## src/rtl/apb_master_ctrl.sv

```systemverilog
// APB requester: turns one command at a time into an APB SETUP/ACCESS transfer
// and returns the result on a response channel, with an optional wait-state timeout.
module apb_master_ctrl #(
    parameter int ADDR_WIDTH     = 32,
    parameter int DATA_WIDTH     = 8,
    parameter int TIMEOUT_CYCLES = 16
) (
    input  logic                  PCLK,
    input  logic                  PRESETn,
    // Handshakes: a beat transfers on a rising PCLK edge where valid && ready;
    // the sender holds valid and its payload stable until that edge.
    input  logic                  cmd_valid,
    output logic                  cmd_ready,
    input  logic                  cmd_write,
    input  logic [ADDR_WIDTH-1:0] cmd_addr,
    input  logic [DATA_WIDTH-1:0] cmd_wdata,
    input  logic [2:0]            cmd_prot,
    output logic                  rsp_valid,
    input  logic                  rsp_ready,
    output logic [DATA_WIDTH-1:0] rsp_rdata,
    output logic                  rsp_err,
    output logic                  rsp_timeout,
    output logic [ADDR_WIDTH-1:0] PADDR,
    output logic [2:0]            PPROT,
    output logic                  PNSE,
    output logic                  PSEL,
    output logic                  PENABLE,
    output logic                  PWRITE,
    output logic [DATA_WIDTH-1:0] PWDATA,
    input  logic [DATA_WIDTH-1:0] PRDATA,
    input  logic                  PREADY,
    input  logic                  PSLVERR,
    output logic [1:0]            fsm_state
);

    localparam int CW = (TIMEOUT_CYCLES > 0) ? $clog2(TIMEOUT_CYCLES + 1) : 1;
    // Count value at which one more unready ACCESS cycle exhausts the budget.
    localparam logic [CW-1:0] TO_LAST = (TIMEOUT_CYCLES > 0) ? CW'(TIMEOUT_CYCLES - 1) : '0;

    typedef enum logic [1:0] {
        S_IDLE   = 2'd0,
        S_SETUP  = 2'd1,
        S_ACCESS = 2'd2,
        S_RESP   = 2'd3
    } state_t;

    state_t        state;
    logic [CW-1:0] wait_cnt;

    assign fsm_state = state;
    assign PNSE      = 1'b0;

    always_ff @(posedge PCLK or negedge PRESETn) begin
        if (!PRESETn) begin
            state       <= S_IDLE;
            cmd_ready   <= 1'b1;
            PSEL        <= 1'b0;
            PENABLE     <= 1'b0;
            PWRITE      <= 1'b0;
            PADDR       <= '0;
            PWDATA      <= '0;
            PPROT       <= '0;
            rsp_valid   <= 1'b0;
            rsp_rdata   <= '0;
            rsp_err     <= 1'b0;
            rsp_timeout <= 1'b0;
            wait_cnt    <= '0;
        end else begin
            case (state)
                S_IDLE: begin
                    if (cmd_valid && cmd_ready) begin
                        PADDR     <= cmd_addr;
                        PWRITE    <= cmd_write;
                        PWDATA    <= cmd_wdata;
                        PPROT     <= cmd_prot;
                        PSEL      <= 1'b1;
                        PENABLE   <= 1'b0;
                        cmd_ready <= 1'b0;
                        wait_cnt  <= '0;
                        state     <= S_SETUP;
                    end
                end
                S_SETUP: begin
                    PENABLE <= 1'b1;
                    state   <= S_ACCESS;
                end
                S_ACCESS: begin
                    // PREADY wins over a timeout landing on the same edge.
                    if (PREADY) begin
                        rsp_rdata   <= PWRITE ? '0 : PRDATA;
                        rsp_err     <= PSLVERR;
                        rsp_timeout <= 1'b0;
                        rsp_valid   <= 1'b1;
                        PSEL        <= 1'b0;
                        PENABLE     <= 1'b0;
                        state       <= S_RESP;
                    end else if (TIMEOUT_CYCLES > 0 && wait_cnt == TO_LAST) begin
                        rsp_rdata   <= '0;
                        rsp_err     <= 1'b1;
                        rsp_timeout <= 1'b1;
                        rsp_valid   <= 1'b1;
                        PSEL        <= 1'b0;
                        PENABLE     <= 1'b0;
                        wait_cnt    <= wait_cnt + 1'b1;
                        state       <= S_RESP;
                    end else begin
                        wait_cnt <= wait_cnt + 1'b1;
                    end
                end
                S_RESP: begin
                    if (rsp_ready) begin
                        rsp_valid <= 1'b0;
                        cmd_ready <= 1'b1;
                        state     <= S_IDLE;
                    end
                end
                default: begin
                    state <= S_IDLE;
                end
            endcase
        end
    end

endmodule

```

## config.mk

```make
export PLATFORM = sky130hd
export DESIGN_NAME = apb_master_ctrl
export DESIGN_NICKNAME = d
export VERILOG_FILES = /design/src/rtl/apb_master_ctrl.sv
export SDC_FILE = /design/constraint.sdc
export NUM_CORES = 1
export LEC_CHECK = 0
export ABC_CLOCK_PERIOD_IN_PS = 4500
export BUFFER_PORTS_ARGS = -buffer_cell sky130_fd_sc_hd__buf_4
export CAP_MARGIN = 15
export CELL_PAD_IN_SITES_DETAIL_PLACEMENT = 1
export CELL_PAD_IN_SITES_GLOBAL_PLACEMENT = 1
export CORE_MARGIN = 2
export CORE_UTILIZATION = 39
export CTS_CLUSTER_SIZE = 12
export DETAILED_ROUTE_END_ITERATION = 12
export PLACE_DENSITY_LB_ADDON = 0.1
export SYNTH_ARGS = -nofsm -noshare
export SYNTH_HDL_FRONTEND = slang
export SYNTH_SLANG_ARGS = --single-unit
```

## constraint.sdc

```tcl
create_clock -name PCLK -period 4.5 [get_ports PCLK]
set_clock_uncertainty 0.15 [all_clocks]
set_input_delay 0.675 -clock PCLK [delete_from_list [all_inputs] [get_ports PCLK]]
set_output_delay 0.675 -clock PCLK [all_outputs]
set_load 0.02 [all_outputs]
```

Yosys cells after proc, flatten, opt, wreduce, memory -nomap -nowiden
Index checks and enable logic that the tools add are counted.
Storage, ports and cells
  register bits after elaboration: 65
  output and inout bits: 61
Operators by class
  add/subtract/negate cells: 1
  eq/ne operators: 8
  multiplexer cells: 25
  reduce and logical (&&, ||, !) cells: 15
Operators by type and width (number)
  8-bit 2-to-1 mux: 3
  3-bit AND reduction: 6
  1-bit 2-to-1 mux: 10
  5-bit 2-to-1 mux: 2
  5-bit case mux with 2 select lines: 1
  2-bit 2-to-1 mux: 4
  2-bit case mux with 4 select lines: 1
  2-bit nonzero test: 4
  2-bit inequality test, second input constant: 3
  1-bit case mux with 2 select lines: 3
  5-bit by 1-bit adder with 5-bit output, second input constant: 1
  5-bit by 4-bit == test with 1-bit output, second input constant: 1
  2-bit == test, second input constant: 2
  2-bit AND reduction: 2
  3-bit inequality test, second input constant: 1
  1-bit case mux with 3 select lines: 1
  3-bit nonzero test: 1
  2-bit by 1-bit == test with 1-bit output, second input constant: 1
  2-bit logical NOT: 1
  1-bit logical AND: 1

Longest topological paths before layout
  word-level depth: 4
  gate-level depth with buffers: 7
  gate-level depth less buffers: 6

Worst setup path after synthesis
OpenSTA, ideal clock, no wires.
  path kind: register to register
  from: reg state[0] (netlist: fsm_state[0])
  to: reg wait_cnt[0]
  setup time: 0.128 ns
  arrival: 1.666 ns
  required time: 4.222 ns
  slack: 2.557 ns
  cell stages (with the launch flop): 7
  buffers on the path: 1
  period minus slack after synthesis: 1.943 ns
  cells stage by stage: dfrtp_1 > inv_1 > ha_1 > buf_2 > and2_4 > nor3_2 > mux2_1
On the way
  cells in the longest elaborated chain, start to end: 3
  elaborated cells between the ends (all ways): 7
  those cells by class: eq/ne (3); mux (1); reduce/logical (3)
RTL lines
  from (decl): line 47  | state_t state;
  from (signal assigned): line 55  | state <= S_IDLE;
  from (signal assigned): line 80  | state <= S_SETUP;
  from (signal assigned): line 85  | state <= S_ACCESS;
  2-bit == test or 2-bit logical NOT (tied branches): line 69  | case (state)
  2-bit inequality test (no source line) or 2-bit nonzero test (tied branches)
  3-bit AND reduction (no source line)
  to (signal assigned): line 104  | wait_cnt <= wait_cnt + 1'b1;
  to (signal assigned): line 107  | wait_cnt <= wait_cnt + 1'b1;
  to (decl): line 48  | logic [CW-1:0] wait_cnt;
Several ways; a longest one is shown, not always the timed one.
A chain may end at the register's enable or synchronous reset.

Final worst setup path
  from: reg state[0] (netlist: fsm_state[0])
  to: reg rsp_rdata[7]
On the way
  cells in the longest elaborated chain, start to end: 2
RTL lines
  2-bit == test: line 69
  2-bit AND reduction (no source line)
  to (signal assigned): line 90  | rsp_rdata <= PWRITE ? '0 : PRDATA;
  to (decl): line 20  | output logic [DATA_WIDTH-1:0] rsp_rdata,
No other way between the ends.

==> metrics.yaml <==
timing:
  rsz0062_at_grt: "false"
  hold_viol: 0
  slew_headroom_pct: 45.8
  fmax_ghz: 0.436
  finalCritPeriodShare_pct: 50.9
  slew_viol_final: 0
  tightest_slew_ps: 813
  finalCriticalPeriod_ps: 2290
  tns_ps: 0
  setup_viol: 0
synth:
  async_reset_ff_share_pct: 100
  synthFlopType: "dfrtp_1"
  synth-edff-count: 0
  syn_inst: 188
  yosysMostFrequentCell: "dfrtp_1"
  seq_area_frac_synth_pct: 59.8
  yosys.area.top_type: "dfrtp_1"
  synth_area_per_cell_um2: 14.5
  synthesis.nets: 253
  synthTopCellsByArea: "dfrtp_1, mux2_2, ha_1"
  synth_area_mm2: 0.00272
  yosysWarnings: 0
  ys_ff_latch: 65
  yosys-top-cells-count: "dfrtp_1, mux2_2, a22o_1"
  yosysTopAreaCellShare_pct: 58.8
  synthDistinctLibCells: 35
power_and_ir_drop:
  seqPwrFrac_pct: 36.1
  p_clk_share_pct: 17.2
  peakVddDrop_mv: 0.348
  power.density_mw_per_mm2: 734
  p_sw_share_pct: 37.4
  leakagePower_nw: 1.95
  pwr-share-comb_pct: 46.7
  p_int_mw: 1.77
  switchingPower_mw: 1.05
place:
  hpwl_um: 4730
  gp_congestion: 0.734
  io_buffers: 117
clock_network:
  root_buffer: "clkbuf_8"
  htreeDepth: 3
  clkTransAtPathRegs_ps: 70
  ctsHoldBuffers: 0
  post_cts_buffers: 0
  clk_latency_ps: 330
  cts_resized: 0
  numCtsBuffers: 9
  cts_tree: "done"
  cts_buffer_depth: 2
  cts.sinks: 65
worst_hold_path:
  worstHoldPathType: "in2async"
routing:
  vias_per_cell: 5.04
  drtIter0Drc: 55
  first_pass_iters: 4
  vias: 1981
  antenna_left: 0
  wl_per_cell_um: 16.5
  drc: 0
  wl_um: 6480
global_routing:
  grtUsageMet2_pct: 27.1
  met3_usage_pct: 5.75
  grt_most_used_layer: "met2"
  use_met1_pct: 21.7
  grt_max_degree: 66
  grt_pass1_wl_um: 9960
  groute.usage.overall_pct: 17.1
  antenna_found_initial: 0
  grt.overflow.total: 0
  grt_pass1_vias: 2010
floorplan:
  core-area_mm2: 0.00676
  ios: 119
  die_w_um: 87.6
  die_h_um: 87.6
  dieArea_mm2: 0.00767
  num_rows: 30
  start_util_pct: 40.3
setup_path:
  cp_max_fo: 17
  critPathLaunchType: "flop"
  critPathKind: "reg2reg"
  cp.required_ps: 4610
  cp.arrival_ps: 2400
  end_kind: "flop"
layout:
  fillCellCount: 697
  insertedDiodeCount: 0
  drive_gt1_share_pct: 58.8
  final_core_util_pct: 56.9
  syn2layout_area_growth_pct: 41.3
  fin_nets: 373
run:
  max-cap-violations: 0
run_status:
  status: "finished clean"
[final cells by class]
class / count / area, um^2 / share of cell area (%)
timing repair buffer: 118 / 886 / 23.0
inverter: 7 / 26.3 / 0.683
clock buffer: 11 / 141 / 3.68
sequential: 65 / 1630 / 42.3
clock inverter: 5 / 55.1 / 1.43
multi-input combinational: 107 / 1010 / 26.3
tap: 80 / 100 / 2.60
[cells by family after synthesis]
kind of cell               after synthesis  synth area share, %
and+or+nand+nor                         22                 4.83
DFF                                     65                 59.8
adders and majority gates                7                 3.22
other                                    1                0.138
muxes                                   51                 21.6
AOI/OAI and AO/OA                       26                 7.31
buffers and inverters                   16                 3.12
[worst max-delay path, cell delays in order, from the launching register on]
cell and delay, ps:
dfrtp_1 410, inv_1 130, ha_1 540, and2_4 280
nor2b_1 490, a22o_1 220
[per-stage QoR]
step                setup WS [ps]  instance area [um^2]  std cells  hold slack (ps)  total power [mW]
CTS                          2200                  3850        393              317              2.87
global route                 1970                  3850        393              355              3.00
floorplan                    2560                  2720        188              229              1.78
global placement             2360                  3650        377              317              2.32
finish                       2210                  3850        393              289              2.82
detailed placement           2220                  3650        377              336              2.36
[per-layer routing]
layer  wire length, um  up-vias  part of all wire (%)
met2              3190       81                    49
met3               540        9                   8.3
li1                  -      902                     -
met5                 0        -                     0
met4                81        0                   1.2
met1              2670      989                    41
[final timing paths]
kind                              startpoint            to  slack [ps]  cells past startpoint
worst min-delay path                 PRESETn     rsp_valid         290                      1
worst max-delay path            fsm_state[0]  rsp_rdata[7]        2210                      5
min in group PCLK                    PENABLE       PENABLE         350                      1
worst max register to register  fsm_state[0]  rsp_rdata[7]        2210                      5
worst min register to register       PENABLE       PENABLE         350                      1
max in group asynchronous            PRESETn  fsm_state[0]        3380                      1
[cells in the final DEF (no fill, tap or decap), drive strengths merged]
master    instances
conb              1
nor4              1
dfstp             1
or4b              1
ha                7
and3              1
o311ai            1
o22ai             1
a221oi            1
a21boi            2
o21ai             6
inv               7
buf             118
and2              1
clkinvlp          2
clkbuf           11
a211oi            1
nand3             2
nand2             6
o21bai            2
nor4b             1
nor2b             3
dfrtp            64
nor3              1
a22o              8
nor2              5
a21oi             4
mux2             47
clkinv            2
bufinv            1
mux2i             4
[power by group through the flow]
stage / Combinational (mW) / Sequential [mW] / Clock (mW)
after floorplan: 0.458 / 1.32 / 0
after global placement: 1.30 / 1.01 / 0
after detailed placement: 1.34 / 1.03 / 0
after CTS: 1.34 / 1.02 / 0.504
after global routing: 1.41 / 1.06 / 0.524
final: 1.32 / 1.02 / 0.487
[flip-flops by register name, indices dropped and copies added (netlist names), 2 cells and up]
| register | cells |
|---|---|
| rsp_rdata | 8 |
| PPROT | 3 |
| wait_cnt | 5 |
| PWDATA | 8 |
| PADDR | 32 |
| fsm_state | 2 |
(Power assumes the default switching activity.)
